==> config.mk <==
export PLATFORM = sky130hd
export DESIGN_NAME = pdp0001_host_sequencer
export DESIGN_NICKNAME = d
export VERILOG_FILES = /design/src/rtl/pdp0001_host_sequencer.sv
export SDC_FILE = /design/constraint.sdc
export NUM_CORES = 1
export LEC_CHECK = 0
export BUFFER_PORTS_ARGS = -buffer_cell sky130_fd_sc_hd__buf_2
export CORE_MARGIN = 8
export CORE_UTILIZATION = 35
export CTS_BUF_LIST = sky130_fd_sc_hd__clkbuf_8 sky130_fd_sc_hd__clkbuf_16
export CTS_CLUSTER_DIAMETER = 200
export DETAILED_ROUTE_END_ITERATION = 6
export GPL_ROUTABILITY_DRIVEN = 0
export PLACE_DENSITY = 0.54
export SYNTH_ARGS = -nofsm -noshare
export SYNTH_HDL_FRONTEND = slang
export SYNTH_SLANG_ARGS = --single-unit
export TNS_END_PERCENT = 1
==> constraint.sdc <==
create_clock -name clock -period 2.34 [get_ports clock]
set_input_delay 0.117 -clock clock [delete_from_list [all_inputs] [get_ports clock]]
set_output_delay 0.117 -clock clock [all_outputs]
set_load 0.02 [all_outputs]
==> src/rtl/pdp0001_host_sequencer.sv <==
// Host-side initiator for the pdp0001 accumulator core: holds a program image,
// replays it into the core as 3-cycle commands, then single-steps Run until halt or step limit.
module pdp0001_host_sequencer #(
  parameter int MAX_STEPS = 64,
  parameter int START_PC  = 0
) (
  input  logic       clock,
  input  logic       reset_n,
  input  logic       cfg_we,
  input  logic [3:0] cfg_addr,
  input  logic [3:0] cfg_wdata,
  input  logic       start,
  output logic       busy,
  output logic       done,
  output logic       halted,
  output logic [7:0] step_count,
  output logic [2:0] result_pc,
  output logic [3:0] result_acc,
  output logic [7:0] cpu_io_in,
  input  logic [7:0] cpu_io_out,
  output logic [2:0] state_dbg
);

  typedef enum logic [2:0] {
    S_IDLE  = 3'd0,
    S_RST0  = 3'd1,
    S_LCODE = 3'd2,
    S_LDATA = 3'd3,
    S_RST1  = 3'd4,
    S_RUN   = 3'd5,
    S_DONE  = 3'd6
  } state_t;

  typedef enum logic [1:0] {
    PH_SETUP  = 2'd0,
    PH_STROBE = 2'd1,
    PH_SETTLE = 2'd2
  } phase_t;

  localparam logic [1:0] CMD_RESET = 2'd0;
  localparam logic [1:0] CMD_LCODE = 2'd1;
  localparam logic [1:0] CMD_LDATA = 2'd2;
  localparam logic [1:0] CMD_RUN   = 2'd3;
  localparam logic [7:0] MAX_STEPS_V = 8'(MAX_STEPS);
  localparam logic [2:0] START_PC_V  = 3'(START_PC);

  state_t     state;
  phase_t     phase;
  logic [2:0] idx;
  logic [2:0] prev_pc;
  logic [1:0] cmd_q;
  logic [3:0] arg_q;
  logic       strobe_q;
  logic [1:0] code_mem [8];
  logic [3:0] data_mem [8];

  logic [2:0] io_pc;
  logic [3:0] io_acc;
  logic       unused_io_msb;

  assign io_pc         = cpu_io_out[6:4];
  assign io_acc        = cpu_io_out[3:0];
  assign unused_io_msb = cpu_io_out[7];

  // Every bit of the core command word comes straight from a flop, so strobe never glitches.
  assign cpu_io_in = {arg_q, 1'b0, cmd_q, strobe_q};
  assign state_dbg = state;

  // start is a one-cycle request honoured only in IDLE; image writes likewise land only in IDLE.
  always_ff @(posedge clock or negedge reset_n) begin
    if (!reset_n) begin
      state      <= S_IDLE;
      phase      <= PH_SETUP;
      idx        <= 3'd0;
      prev_pc    <= 3'd0;
      cmd_q      <= CMD_RESET;
      arg_q      <= 4'd0;
      strobe_q   <= 1'b0;
      busy       <= 1'b0;
      done       <= 1'b0;
      halted     <= 1'b0;
      step_count <= 8'd0;
      result_pc  <= 3'd0;
      result_acc <= 4'd0;
      for (int i = 0; i < 8; i++) begin
        code_mem[i] <= 2'd0;
        data_mem[i] <= 4'd0;
      end
    end else begin
      case (state)
        S_IDLE: begin
          if (cfg_we) begin
            if (cfg_addr[3]) data_mem[cfg_addr[2:0]] <= cfg_wdata;
            else             code_mem[cfg_addr[2:0]] <= cfg_wdata[1:0];
          end
          if (start) begin
            busy       <= 1'b1;
            done       <= 1'b0;
            halted     <= 1'b0;
            step_count <= 8'd0;
            state      <= S_RST0;
            phase      <= PH_SETUP;
            idx        <= 3'd0;
            cmd_q      <= CMD_RESET;
            arg_q      <= 4'd0;
            strobe_q   <= 1'b0;
          end
        end

        S_RST0, S_LCODE, S_LDATA, S_RST1, S_RUN: begin
          case (phase)
            PH_SETUP: begin
              strobe_q <= 1'b1;
              phase    <= PH_STROBE;
            end
            PH_STROBE: begin
              strobe_q <= 1'b0;
              phase    <= PH_SETTLE;
              if (state == S_RUN) step_count <= step_count + 8'd1;
            end
            PH_SETTLE: begin
              phase      <= PH_SETUP;
              result_pc  <= io_pc;
              result_acc <= io_acc;
              case (state)
                S_RST0: begin
                  state <= S_LCODE;
                  idx   <= 3'd0;
                  cmd_q <= CMD_LCODE;
                  arg_q <= {2'b00, code_mem[0]};
                end
                S_LCODE: begin
                  if (idx == 3'd7) begin
                    state <= S_LDATA;
                    idx   <= 3'd0;
                    cmd_q <= CMD_LDATA;
                    arg_q <= data_mem[0];
                  end else begin
                    idx   <= idx + 3'd1;
                    arg_q <= {2'b00, code_mem[idx + 3'd1]};
                  end
                end
                S_LDATA: begin
                  if (idx == 3'd7) begin
                    state <= S_RST1;
                    idx   <= 3'd0;
                    cmd_q <= CMD_RESET;
                    arg_q <= {1'b0, START_PC_V};
                  end else begin
                    idx   <= idx + 3'd1;
                    arg_q <= data_mem[idx + 3'd1];
                  end
                end
                S_RST1: begin
                  state   <= S_RUN;
                  prev_pc <= io_pc;
                  cmd_q   <= CMD_RUN;
                  arg_q   <= 4'd0;
                end
                S_RUN: begin
                  // Only a taken Bz to its own address leaves pc unchanged.
                  if (io_pc == prev_pc || step_count == MAX_STEPS_V) begin
                    halted <= (io_pc == prev_pc);
                    state  <= S_DONE;
                    busy   <= 1'b0;
                    done   <= 1'b1;
                    cmd_q  <= CMD_RESET;
                    arg_q  <= 4'd0;
                  end else begin
                    prev_pc <= io_pc;
                  end
                end
                default: state <= S_IDLE;
              endcase
            end
            default: begin
              phase    <= PH_SETUP;
              strobe_q <= 1'b0;
            end
          endcase
        end

        S_DONE: state <= S_IDLE;

        default: begin
          state    <= S_IDLE;
          busy     <= 1'b0;
          cmd_q    <= CMD_RESET;
          arg_q    <= 4'd0;
          strobe_q <= 1'b0;
        end
      endcase
    end
  end

endmodule

# [After elaboration in Yosys (flattened, before gate mapping)]
# Cells that the tools add are included.
[classes] order_cmp=3 n_reduce_logical=21 n_bitwise=4 n_eq_ne=23 n_mux=62 add_sub_neg=2
[ops] cell="$bwmux W32" count=1
[ops] cell="$mux W4" count=8
[ops] cell="$mux W3" count=9
[ops] cell="$mux W8" count=3
[ops] cell="$pmux W3 S2" count=4
[ops] cell="$pmux W4 S5" count=1
[ops] cell="$reduce_and A5 Y1" count=4
[ops] cell="$bwmux W16" count=1
[ops] cell="$mux W2" count=8
[ops] cell="$pmux W8 S2" count=1
[ops] cell="$pmux W3 S5" count=1
[ops] cell="$bmux W4 S3" count=1
[ops] cell="$demux W4 S3" count=1
[ops] cell="$eq A3 B3 Y1 const B" count=4
[ops] cell="$ne A2 B2 Y1 const B" count=6
[ops] cell="$ne A3 B3 Y1 const B" count=4
[ops] cell="$pmux W4 S3" count=1
[ops] cell="$reduce_and A4 Y1" count=3
[ops] cell="$mux W1" count=11
[ops] cell="$pmux W2 S5" count=1
[ops] cell="$reduce_and A3 Y1" count=3
[ops] cell="$add A8 B1 Y8 const B" count=1
[ops] cell="$eq A8 B7 Y1 const B" count=1
[ops] cell="$ge A4 B4 Y1 const B" count=2
[ops] cell="other kinds (26)" count=35
[totals] out_inout_bits=29 regBits=84 inputBits=20 word_cells=144

# [Depth between registers and ports, before layout]
# Gate-level depths: netlist of the first run.
[logic_depth] ltp_word=9 mapped_depth=8 ltp_nobuf=7

# [Worst setup path before layout of the first run]
# No wires, ideal clock.
[synth_path] path_kind="register to register" from="register idx[0]" to="register arg_q[0]" setup_ns=0.125 stages_incl_launch_ff=9 arrival_time_ns=1.915 path_buffers=1 period_less_slack_ns=2.040 required_time_ns=2.215 setup_slack_ns=0.300 cell_sequence="dfrtp_1 > ha_1 > ha_1 > clkbuf_1 > nor2b_1 > a221oi_1 > a21o_1 > a21oi_1 > mux2_4"
[synth_via] elab_chain_len=9 word_cells_on_any_way=14 classes_between="1 x add/sub; 1 x eq/ne; 11 x mux; 1 x bitwise"
[synth_lines] item="start, declared" line_no="49" text="logic [2:0] idx;"
[synth_lines] item="start signal, assigned" line_no="139" text="idx <= idx + 3'd1;"
[synth_lines] item="start signal, assigned" line_no="150" text="idx <= idx + 3'd1;"
[synth_lines] item="$add A3 B1 Y3" line_no="140, 151"
[synth_lines] item="$not A3 Y4 (not written as such)" line_no="140, 151"
[synth_lines] item="$bmux W4 S3 / $bmux W2 S3 (equally long branches)" line_no="151, 140"
[synth_lines] item="$mux W4 (not written as such) / $mux W2 (equally long branches) (2 in series)" line_no="151, 140"
[synth_lines] item="$mux W4, on equally long branches" line_no="144, 133"
[synth_lines] item="$pmux W4 S5 (*)" line_no="125" text="case (state)"
[synth_lines] item="$mux W4 (*)" line_no="111" text="case (phase)"
[synth_lines] item="$pmux W4 S3 (*)" line_no="90" text="case (state)"
[synth_lines] item="end signal, assigned" line_no="130" text="arg_q <= {2'b00, code_mem[0]};"
[synth_lines] item="end signal, assigned" line_no="148" text="arg_q <= {1'b0, START_PC_V};"
[synth_lines] item="end signal, assigned" line_no="151" text="arg_q <= data_mem[idx + 3'd1];"
[synth_lines] item="end, declared" line_no="52" text="logic [3:0] arg_q;"
# Every way passes the cells marked *; elsewhere a longest branch is shown, timed or not. The select of a mux whose other input is x is not followed.
# A chain may end at the register's enable or synchronous reset.

# [Worst setup path in the final report of the first run]
[layout_path] from="register step_count[0]" to="register prev_pc[0]"
[layout_via] elab_chain_len=4
[layout_lines] item="start, declared" line_no="16" text="output logic [7:0] step_count,"
[layout_lines] item="start signal, assigned" line_no="119" text="if (state == S_RUN) step_count <= step_count + 8'd1;"
[layout_lines] item="$eq A8 B7 Y1" line_no="162" text="if (io_pc == prev_pc || step_count == MAX_STEPS_V) begin"
[layout_lines] item="$logic_or A1 B1 Y1" line_no="162"
[layout_lines] item="$ne A2 B2 Y1 (no source line)"
[layout_lines] item="$reduce_and A4 Y1 (no source line)"
[layout_lines] item="end signal, assigned" line_no="156" text="prev_pc <= io_pc;"
[layout_lines] item="end signal, assigned" line_no="170" text="prev_pc <= io_pc;"
[layout_lines] item="end, declared" line_no="50" text="logic [2:0] prev_pc;"
# Every way passes these cells.

==> results.md, run 1 <==
* Status: complete, no violations
* Top sig layer: met4
* FMAX at about 480 MHz
* Final min period at 2.07 ns
* Cts repair resizes at 0
* Fillcell total at between 1000 and 1500
* Setup Slack @ Placement at 0.264 ns
* Number of setup violations in the final report at 0
* Largest net degree at the start of global routing at 42
* Die height at 128 µm
* Mapped Area at 4400 µm²
* Postcts setup bufs at 0
* Leak at approximately 2.4 nW
* CP startpoint kind: flop
* Metal-1 WL at ~4600 µm
* DRT antenna net count at 0
* Clock transition at the registers of the reported paths at 0.06 ns
* Combinational power share at around two fifths
* Yosys reg bits at 84
* Power Dens Cells at 1120 nW/µm²
* Drt initial violations at 139
* Register area at 2100 µm²
* HP Start: cpu_io_out[5]
* Placed Cells incl. Taps at 587
* Total CTS buffers at 9
* H-tree Lvls at 3
* Worst-margin pin slew at around 0.59 ns
* Largest fanout on the critical path at 6
* Pre-antenna DRT Iters at 4
* Area of the multi-input gates at ~2100 µm²
* Syn Area/Cell at between 10 and 15 µm²
* Fin. max-slew vios at 0
* I/O pin cnt at between 40 and 50
* Gr usage total at between 10% and 20%
* Critical R2R Launch: step_count[0]
* Clock network power share at between 20% and 30%
* P_sw at 2.09 mW
* Synth warn at 0
* Clk_lat worst skew at approximately 0.34 ns
* Worst R2R Path Depth at 7
* Seq pwr share at 34.7%
* Hold worst-path end: prev_pc[1]
* Final worst slack at 0.271 ns
* Cells after synthesis at roughly 370
* Internal power at 3.80 mW
* Layout cell share with drive strength beyond 1 at a little under two fifths
* Ant diodes at 0
* Final core occ at 42.1%
* Final period util at roughly nine tenths
* Sink Count at 84
* Post-DP HPWL at 7120 µm
* # rows at 41
* Synthesized Nets at 398
* HP Class: input pin to flop
* Gr ovfl total at 0
* Port bufs at 46
* First-pass GRT wire length at 16600 µm
* Critical Path End Type: flop
* Routed wl met2 at 4730 µm
* Initial antenna violation count at 0
* Die ar. at 16400 µm²
* Maximum vdd drop at 0.465 mV
* Wirelength per Cell at 16.2 µm
* Die width at 128 µm
* Root Buffer: clkbuf_16
* CTS tree: yes
* Syn-to-layout area delta at 19.2%
* Nets at 455
* FF-to-FF setup slack at about 0.27 ns
* Count of non-filler cells in the finished layout at 608
* Worst Path Required at 2.56 ns
* Worst Clk Skew at roughly 0.0042 ns
* Synth cell types at 66
* Switching share of power at 35.5%
* Most used DFF post-synth: dfrtp_1
* WL met3 at 401 µm
* RR Endpoint: prev_pc[0]
* Core area at approximately 12000 µm²
* Cells on Worst Hold Path at 2
* Critical path class: flop to flop
* Maxcap violations at 0
* Worst slew margin at 60.8%
* Final hold slack at between 0.05 and 0.06 ns
* Starting Density at between 30% and 40%
* Via count at approximately 3100
* Post-synth EDFFs at 0
* Worst path arrival time at 2.29 ns
* Post-synthesis sequential area ratio at roughly 48%
* Vias per Instance at 5.05
* Async S/R FF share, synth at 100%
* Maximum buffer depth of the clock tree at 2
* Cts hold-fix bufs at 5
* DRC viols at 0
* Total wire length at a little under 10000 µm
* Setup TNS at 0 ns
* RSZ-0062 raised after global routing: no
* Number of global-route vias before repair at ~3200
* Final hold viol count at 0
[per-stage QoR]
stage | power, mW | cell area, µm²
final | 5.89 | 5240
after global routing | 6.29 | 5240
after CTS | 5.98 | 5240
after detailed placement | 4.44 | 4870
after global placement | 4.39 | 4870
after floorplan | 3.75 | 4400
[critical path, stage by stage, from the launching register on]
cell and delay (ns):
dfrtp_1 0.43, inv_1 0.10, ha_1 0.13, nor4bb_1 0.25
nand2_1 0.19, a21oi_1 0.28, or3_1 0.23, mux2_2 0.35
[sequential cells by signal, indices dropped and copies added (netlist names), 2 cells and up]
register	flops
result_pc	3
prev_pc	3
cmd_q	2
data_mem	32
code_mem	16
phase	2
arg_q	4
result_acc	4
state_dbg	3
idx	3
step_count	8
[cells in the final DEF (no fill, tap or decap), types with 2 or more instances in the layout]
cell / n
a211oi_1: 2
a21o_1: 2
a21oi_1: 18
a221o_1: 2
a221oi_1: 4
a31oi_1: 2
and3_1: 3
buf_12: 2
buf_2: 45
buf_4: 17
bufinv_16: 2
clkbuf_16: 9
dfrtp_1: 84
dlygate4sd3_1: 5
ha_1: 4
inv_1: 10
mux2_2: 63
mux2_4: 3
mux2i_1: 8
mux4_2: 8
nand2_1: 25
nand2b_1: 7
nand3_1: 8
nand4_1: 5
nand4b_1: 2
nor2_1: 22
nor2b_1: 8
nor3_1: 7
o21ai_0: 9
o31ai_1: 2
or3_1: 2
xnor2_1: 3
xor2_1: 6
[metal layers]
metal / track usage (%) / vias to the layer above
met5: 0 / -
met4: 5.24 / 0
met3: 3.58 / 11
met2: 21.8 / 43
met1: 15.6 / 1541
li1: - / 1473
[synth_stat cells (7+ instances only)]
| library cell | count | share of area (%) |
|---|---|---|
| inv_1 | 8 | 0.68 |
| nand2_1 | 25 | 2.1 |
| mux2_2 | 63 | 16 |
| a21oi_1 | 18 | 2.0 |
| nand3_1 | 8 | 0.91 |
| nor2b_1 | 8 | 1.1 |
| dfrtp_1 | 84 | 48 |
| mux4_2 | 8 | 4.1 |
| nor2_1 | 22 | 1.9 |
| nand2b_1 | 7 | 1.0 |
| o21ai_0 | 9 | 1.0 |
| nor3_1 | 7 | 0.80 |
| clkbuf_1 | 7 | 0.60 |
| mux2i_1 | 8 | 1.8 |
[power groups by stage]
| stage | clock network (mW) | registers (mW) | logic [mW] |
|---|---|---|---|
| 2_1_floorplan | 0 | 2.12 | 1.63 |
| 5_1_grt | 1.62 | 2.10 | 2.58 |
| 4_1_cts | 1.56 | 2.05 | 2.38 |
| 6_report | 1.51 | 2.04 | 2.34 |
| 3_3_place_gp | 0 | 2.06 | 2.33 |
| 3_5_place_dp | 0 | 2.07 | 2.36 |
[cell families after synthesis]
family	Yosys count	synth area share, %
buf+inv	31	3.67
compound gates	58	9.39
xor+xnor	9	1.79
simple gates	105	13.1
other cells	1	0.0853
flops	84	47.8
fa+ha+maj	4	1.14
mux	82	23.1
[area by class of cell]
cell class,count,share of cell area (%)
Clock buffer,10,4.56
Clock inverter,6,1.53
Inverter,8,0.573
Multi-Input combinational cell,259,40.7
Sequential cell,84,40.1
Tap cell,172,4.10
Timing Repair Buffer,69,8.45
[worst max-delay path by stage]
stage	start	slack [ns]	cells past startpoint	to
floorplan	idx[0]	0.30	8	arg_q[0]
global placement	step_count[0]	0.28	7	prev_pc[1]
CTS	step_count[0]	0.25	7	prev_pc[2]
detailed placement	step_count[0]	0.26	7	prev_pc[2]
finish	step_count[0]	0.27	7	prev_pc[0]
global route	step_count[0]	0.13	7	prev_pc[2]
No activity file was read; power rests on OpenSTA's default activity.
==> run 2: changes to the inputs <==
Settings changed: ABC_AREA set to 1.
==> run 2 against run 1 <==
- cell count increased by 23%
- worst hold slack improved by 0.028 ns
- global-route usage increased by 1.1 points
- design area decreased by 5.1%
- sequential share of layout area increased by 2.2 points
- first-iteration DRC count increased by 130%
- non-clock buffer count decreased by 12
- synthesized cell count increased by 45%
- sequential cell count unchanged
- critical path depth increased by 2
- critical endpoint is now arg_q[0]
- largest power group unchanged
- highest routed layer unchanged
==> results.md, run 2 <==
* Critical path endpoint: arg_q[0]
* FF-to-FF setup slack at 0.51 ns
* Largest fanout on the critical path at 7
* Nets at 620
* Total CTS buffers at 9
* Vias per Instance at 4.84
* CP startpoint kind: flop
* Fin. max-slew vios at 0
* Final worst slack at around 0.51 ns
* Critical path class: flop to flop
* Pre-antenna DRT Iters at 5
* Worst R2R Path Depth at 9
* Area of the multi-input gates at 1850 µm²
* Port bufs at 46
* Final min period at around 1.8 ns
* Yosys reg bits at 84
* Most frequent cell after synthesis: nand2_1
* Synth cell count leaders: nand2_1 (194), dfrtp_1 (84), o21ai_0 (70)
* Gr ovfl total at 0
* Critical R2R Launch: idx[0]
* First-pass GRT wire length at 18100 µm
* Register area at 2100 µm²
* Metal-1 WL at a little over 5000 µm
* Syn Area/Cell at 7.75 µm²
* Final hold viol count at 0
* Largest net degree at the start of global routing at 39
* Most frequent cells in the layout: nand2_1 (194), dfrtp_1 (84), o21ai_0 (70)
* Die width at 125 µm
* Worst Clk Skew at ~0.007 ns
* Maximum buffer depth of the clock tree at 2
* Number of global-route vias before repair at approximately 3600
* Critical Path End Type: flop
* Most used DFF post-synth: dfrtp_1
* Async S/R FF share, synth at 100%
* Cells after synthesis at 541
* Ant diodes at 0
* Status: complete, no violations
* Clock transition at the registers of the reported paths at 0.06 ns
* Synth warn at 0
* H-tree Lvls at 3
* Synthesized Nets at 565
* Drt initial violations at 317
* Top post-synthesis cells by area: dfrtp_1 (50%), nand2_1 (17%), o21ai_0 (8.4%)
* Postcts setup bufs at 0
* Finished Cell Area at 4980 µm²
* Worst Path Required at approximately 2.6 ns
* Setup TNS at 0 ns
* Worst slew margin at 64.4%
* Placed Cells incl. Taps at 727
* Die ar. at around 16000 µm²
* Starting Density at 35.4%
* Crit. Startpoint: idx[0]
* Initial antenna violation count at 0
* RSZ-0062 raised after global routing: no
* Fillcell total at 1235
* Final hold slack at 0.0797 ns
* Post-synthesis sequential area ratio at 50.1%
* CTS tree: yes
* Post-synth EDFFs at 0
* Maximum vdd drop at 0.562 mV
* Gr usage total at 14.2%
* Syn-to-layout area delta at 18.6%
* Post-DP HPWL at 7410 µm
* Clk_lat worst skew at 0.35 ns
* Placed inst area at 4590 µm²
* Number of flip-flops in the largest register at 32
* Synth cell types at 31
* WL met3 at 569 µm
* Cts repair resizes at 0
* Mapped Area at between 4000 and 5000 µm²
* Setup Slack @ Placement at roughly 0.5 ns
* Leak at 2.50 nW
* Yosys top cell area share at 50.1%
* Via count at 3612
* Largest register by flop count: data_mem
* Yosys top cell by area: dfrtp_1
* Top sig layer: met4
* Biggest regs: data_mem (32), code_mem (16), step_count (8)
* Count of non-filler cells in the finished layout at 747
* Worst path arrival time at 2.07 ns
* # rows at 40
* Die height at 125 µm
* Routed wl met2 at roughly 4700 µm
* DRT antenna net count at 0
* Worst-margin pin slew at 0.534 ns
* Final period util at slightly below 80%
* HP Class: input pin to flop
* Power Dens Cells at 1310 nW/µm²
* Core area at approximately 12000 µm²
* DRC viols at 0
* Cts hold-fix bufs at 5
* Most common cell after layout, fill and taps aside: nand2_1
* Sink Count at 84
* RR Endpoint: arg_q[0]
* I/O pin cnt at around 50
* FMAX at 546 MHz
* Total wire length at about 10000 µm
* Number of setup violations in the final report at 0
* Maxcap violations at 0
* Root Buffer: clkbuf_16
* Layout cell share with drive strength beyond 1 at about 15%
* Wirelength per Cell at 14.0 µm
==> run 2: logic make-up after synthesis <==
kind of cell               Yosys count  synth area share [%]
AOI/OAI and AO/OA                   89                  11.0
xor gates and xnor gates             2                 0.418
adders and majority gates            4                  1.19
buffers and inverters               60                  5.85
DFF                                 84                  50.1
other                                1                0.0894
and+or+nand+nor                    301                  31.3
==> run 2: final cells by class <==
class,count,share of cell area [%]
clock buffers,9,4.53
flip-flops and latches,84,42.2
multi-input cells,397,37.1
inverters,47,3.55
repair buffers,57,6.59
clock inverters,6,2.26
well taps,147,3.70
==> run 2: power breakdown <==
| group | leakage [nW] | switching (mW) | internal (mW) |
|---|---|---|---|
| clock network | 0.166 | 0.589 | 1.04 |
| logic | 1.23 | 1.70 | 0.844 |
| registers | 1.11 | 0.356 | 2.00 |
==> run 2: how the worst min path moves through the flow <==
stage                       start           end  slack (ns)  cells past startpoint
finish              cpu_io_out[5]  result_pc[1]        0.08                      3
global route        cpu_io_out[6]  result_pc[2]        0.08                      3
CTS                 cpu_io_out[5]  result_pc[1]        0.06                      3
detailed placement        reset_n        idx[2]        0.14                      1
global placement          reset_n        idx[2]        0.14                      1
floorplan                 reset_n      arg_q[0]       -0.18                      0
==> run 2: critical path, cell delays in order (launching register included) <==
cell and delay [ns]:
dfrtp_1 0.38, ha_1 0.21, ha_1 0.47, inv_1 0.21
nand3_1 0.13, nand3_1 0.10, nand2_1 0.07, nand3_1 0.06
nand2_1 0.06, nand2_1 0.04
==> run 2: per-layer routing <==
layer	vias to the layer above	track usage, %
met3	8	5.57
met2	68	22.5
li1	1856	-
met1	1680	17.8
met5	-	0
met4	0	3.22
==> run 2: per-stage QoR <==
step / total power [mW] / util (%)
2_1_floorplan: 4.24 / -
3_3_place_gp: 4.88 / 38.7
3_5_place_dp: 4.94 / 38.7
4_1_cts: 6.61 / 42.0
5_1_grt: 7.11 / 42.0
6_report: 6.54 / 42.0
==> run 3: changes to the inputs <==
Settings changed: PLACE_DENSITY 0.54 to 0.56.
Clock period 2.34 ns to 1.6 ns, I/O delays scaled along.
==> run 3 against run 2 <==
- clock skew decreased by 0.0014 ns
- highest routed layer unchanged
- power rose by 52%
- design area is 5.3% higher
- worst hold slack got worse by 0.044 ns
- critical path depth is the same
- core utilization up 2.2 points
==> results.md, run 3 (synthesized netlist as in run 2, its figures left out) <==
* Status: complete, no violations
* Post-DP HPWL at approximately 7800 µm
* Maximum vdd drop at 0.926 mV
* Clock network power share at 21.7%
* Wirelength per Cell at roughly 14 µm
* Most frequent cells in the layout: nand2_1 (191), dfrtp_1 (80), o21ai_0 (66)
* Root Buffer: clkbuf_16
* DRC viols at 0
* DRT antenna net count at 0
* Register area at 2110 µm²
* Internal power at 5.77 mW
* Port bufs at 46
* Starting Density at 35.4%
* CP startpoint kind: flop
* Largest register by flop count: data_mem
* Metal-1 WL at between 5000 and 6000 µm
* Most common cell after layout, fill and taps aside: nand2_1
* Power Dens Cells at 1900 nW/µm²
* Nets at 642
* Number of global-route vias before repair at 3725
* Switching share of power at 41.9%
* Layout cell share with drive strength beyond 1 at a little over a fifth
* RSZ-0062 raised after global routing: yes
* FF-to-FF setup slack at 0.06 ns
* Total CTS buffers at 9
* Total wire length at 10700 µm
* Critical R2R Launch: idx[0]
* Critical path class: flop to flop
* Largest net degree at the start of global routing at 39
* Maxcap violations at 0
* Ant diodes at 0
* First-pass GRT wire length at 18300 µm
* Leak at about 2.6 nW
* Initial antenna violation count at 0
* FMAX at 648 MHz
* Maximum buffer depth of the clock tree at 2
* Die ar. at ~16000 µm²
* Placed Cells incl. Taps at around 750
* WL met3 at around 520 µm
* Cells on Worst Hold Path at 3
* # rows at 40
* Worst slew margin at 66.6%
* Die width at between 100 and 150 µm
* Pre-antenna DRT Iters at 4
* Final min period at between 1.5 and 2 ns
* Biggest regs: data_mem (32), code_mem (16), step_count (8)
* Count of non-filler cells in the finished layout at 770
* Sink Count at 84
* Critical Path End Type: flop
* Seq pwr share at between 30% and 40%
* Finished Cell Area at 5240 µm²
* Fillcell total at around 1200
* Worst R2R Path Depth at 9
* Final hold slack at 0.0361 ns
* Core area at 11900 µm²
* Die height at 125 µm
* Hold worst-path end: result_pc[2]
* Number of flip-flops in the largest register at 32
* CTS tree: yes
* Routed wl met2 at between 4000 and 5000 µm
* Worst Path Required at 1.89 ns
* Combinational power share at 43.2%
* Final period util at 96.5%
* Top sig layer: met4
* Via count at 3734
* Worst-margin pin slew at 0.500 ns
* P_sw at approximately 4.2 mW
* Clk_lat worst skew at 0.35 ns
* Clock transition at the registers of the reported paths at 0.07 ns
* Fin. max-slew vios at 0
* Vias per Instance at about 4.8
* H-tree Lvls at 3
* Worst path arrival time at between 1.5 and 2 ns
* Setup TNS at 0 ns
* Final hold viol count at 0
* Number of setup violations in the final report at 0
* Area of the multi-input gates at 1930 µm²
* Drt initial violations at 276
* HP Class: input pin to flop
* Gr ovfl total at 0
* Largest fanout on the critical path at 6
* HP Start: cpu_io_out[6]
* I/O pin cnt at 49
* Worst Clk Skew at ~0.0054 ns
* RR Endpoint: arg_q[3]
* Syn-to-layout area delta at 24.9%
* Placed inst area at between 4000 and 5000 µm²
* Gr usage total at 14.2%
-- run 3: changes by cell type in the layout (fill, tap and decap cells not counted), moves of 4 or more --
cell        delta
buf_4         +18
clkinvlp_4     +4
dfrtp_1        -4
dfrtp_2        +4
o21ai_0        -4
o21ai_1        +4
-- run 3: how the worst max path moves through the flow --
stage	from	endpoint	slack (ns)	depth (start not counted)
final	idx[0]	arg_q[3]	0.06	9
after global routing	idx[0]	arg_q[3]	-0.08	9
after CTS	idx[0]	arg_q[0]	0.002	11
after detailed placement	idx[0]	arg_q[0]	-0.05	9
after global placement	idx[0]	arg_q[0]	-0.02	9
after floorplan	idx[0]	arg_q[2]	0.05	8
-- run 3: final cells by class --
cell class,instances,share of cell area (%)
Tap cell,147,3.51
Clock buffer,9,4.30
Inverter,47,3.44
Timing Repair Buffer,78,9.98
Sequential cell,84,40.2
Timing Repair inverter,1,0.143
Multi-Input combinational cell,397,36.8
Clock inverter,7,1.58
-- run 3: power groups by stage --
stage	clock [mW]	combinational (mW)	sequential (mW)
3_5_place_dp	0	4.00	3.49
6_report	2.15	4.29	3.49
2_1_floorplan	0	2.58	3.63
4_1_cts	2.22	4.12	3.47
3_3_place_gp	0	3.90	3.47
5_1_grt	2.29	4.85	3.59
-- run 3: routing by layer --
layer	track usage, %	vias up
met5	0	-
met4	3.94	0
met3	4.93	8
met2	23.0	71
met1	17.6	1749
li1	-	1906
-- run 3: worst max-delay path, stage by stage (launching register included) --
cell and delay (ns):
dfrtp_2 0.44, ha_4 0.33, clkinvlp_4 0.18, nor2_1 0.12
o21ai_1 0.07, nand3_1 0.08, nand3_1 0.09, nand2_1 0.08
nand2_1 0.04, nand2_1 0.05
-- run 3: what timing repair did --
action,in CTS,in global routing
endpoints found under the setup margin,4,63
pin swaps,0,7
setup buffers,0,1
hold endpoints to repair,39,0
gates cloned,1,0
hold buffers,5,0
gates resized for setup,8,25
-- run 3: stage by stage --
stage	util, %	setup WS [ns]	total power, mW
final	44.2	0.0559	9.93
after global routing	44.2	-0.0773	10.7
after global placement	40.1	-0.0234	7.36
after detailed placement	40.1	-0.0467	7.49
after floorplan	-	0.0524	6.20
after CTS	43.4	0.00193	9.81
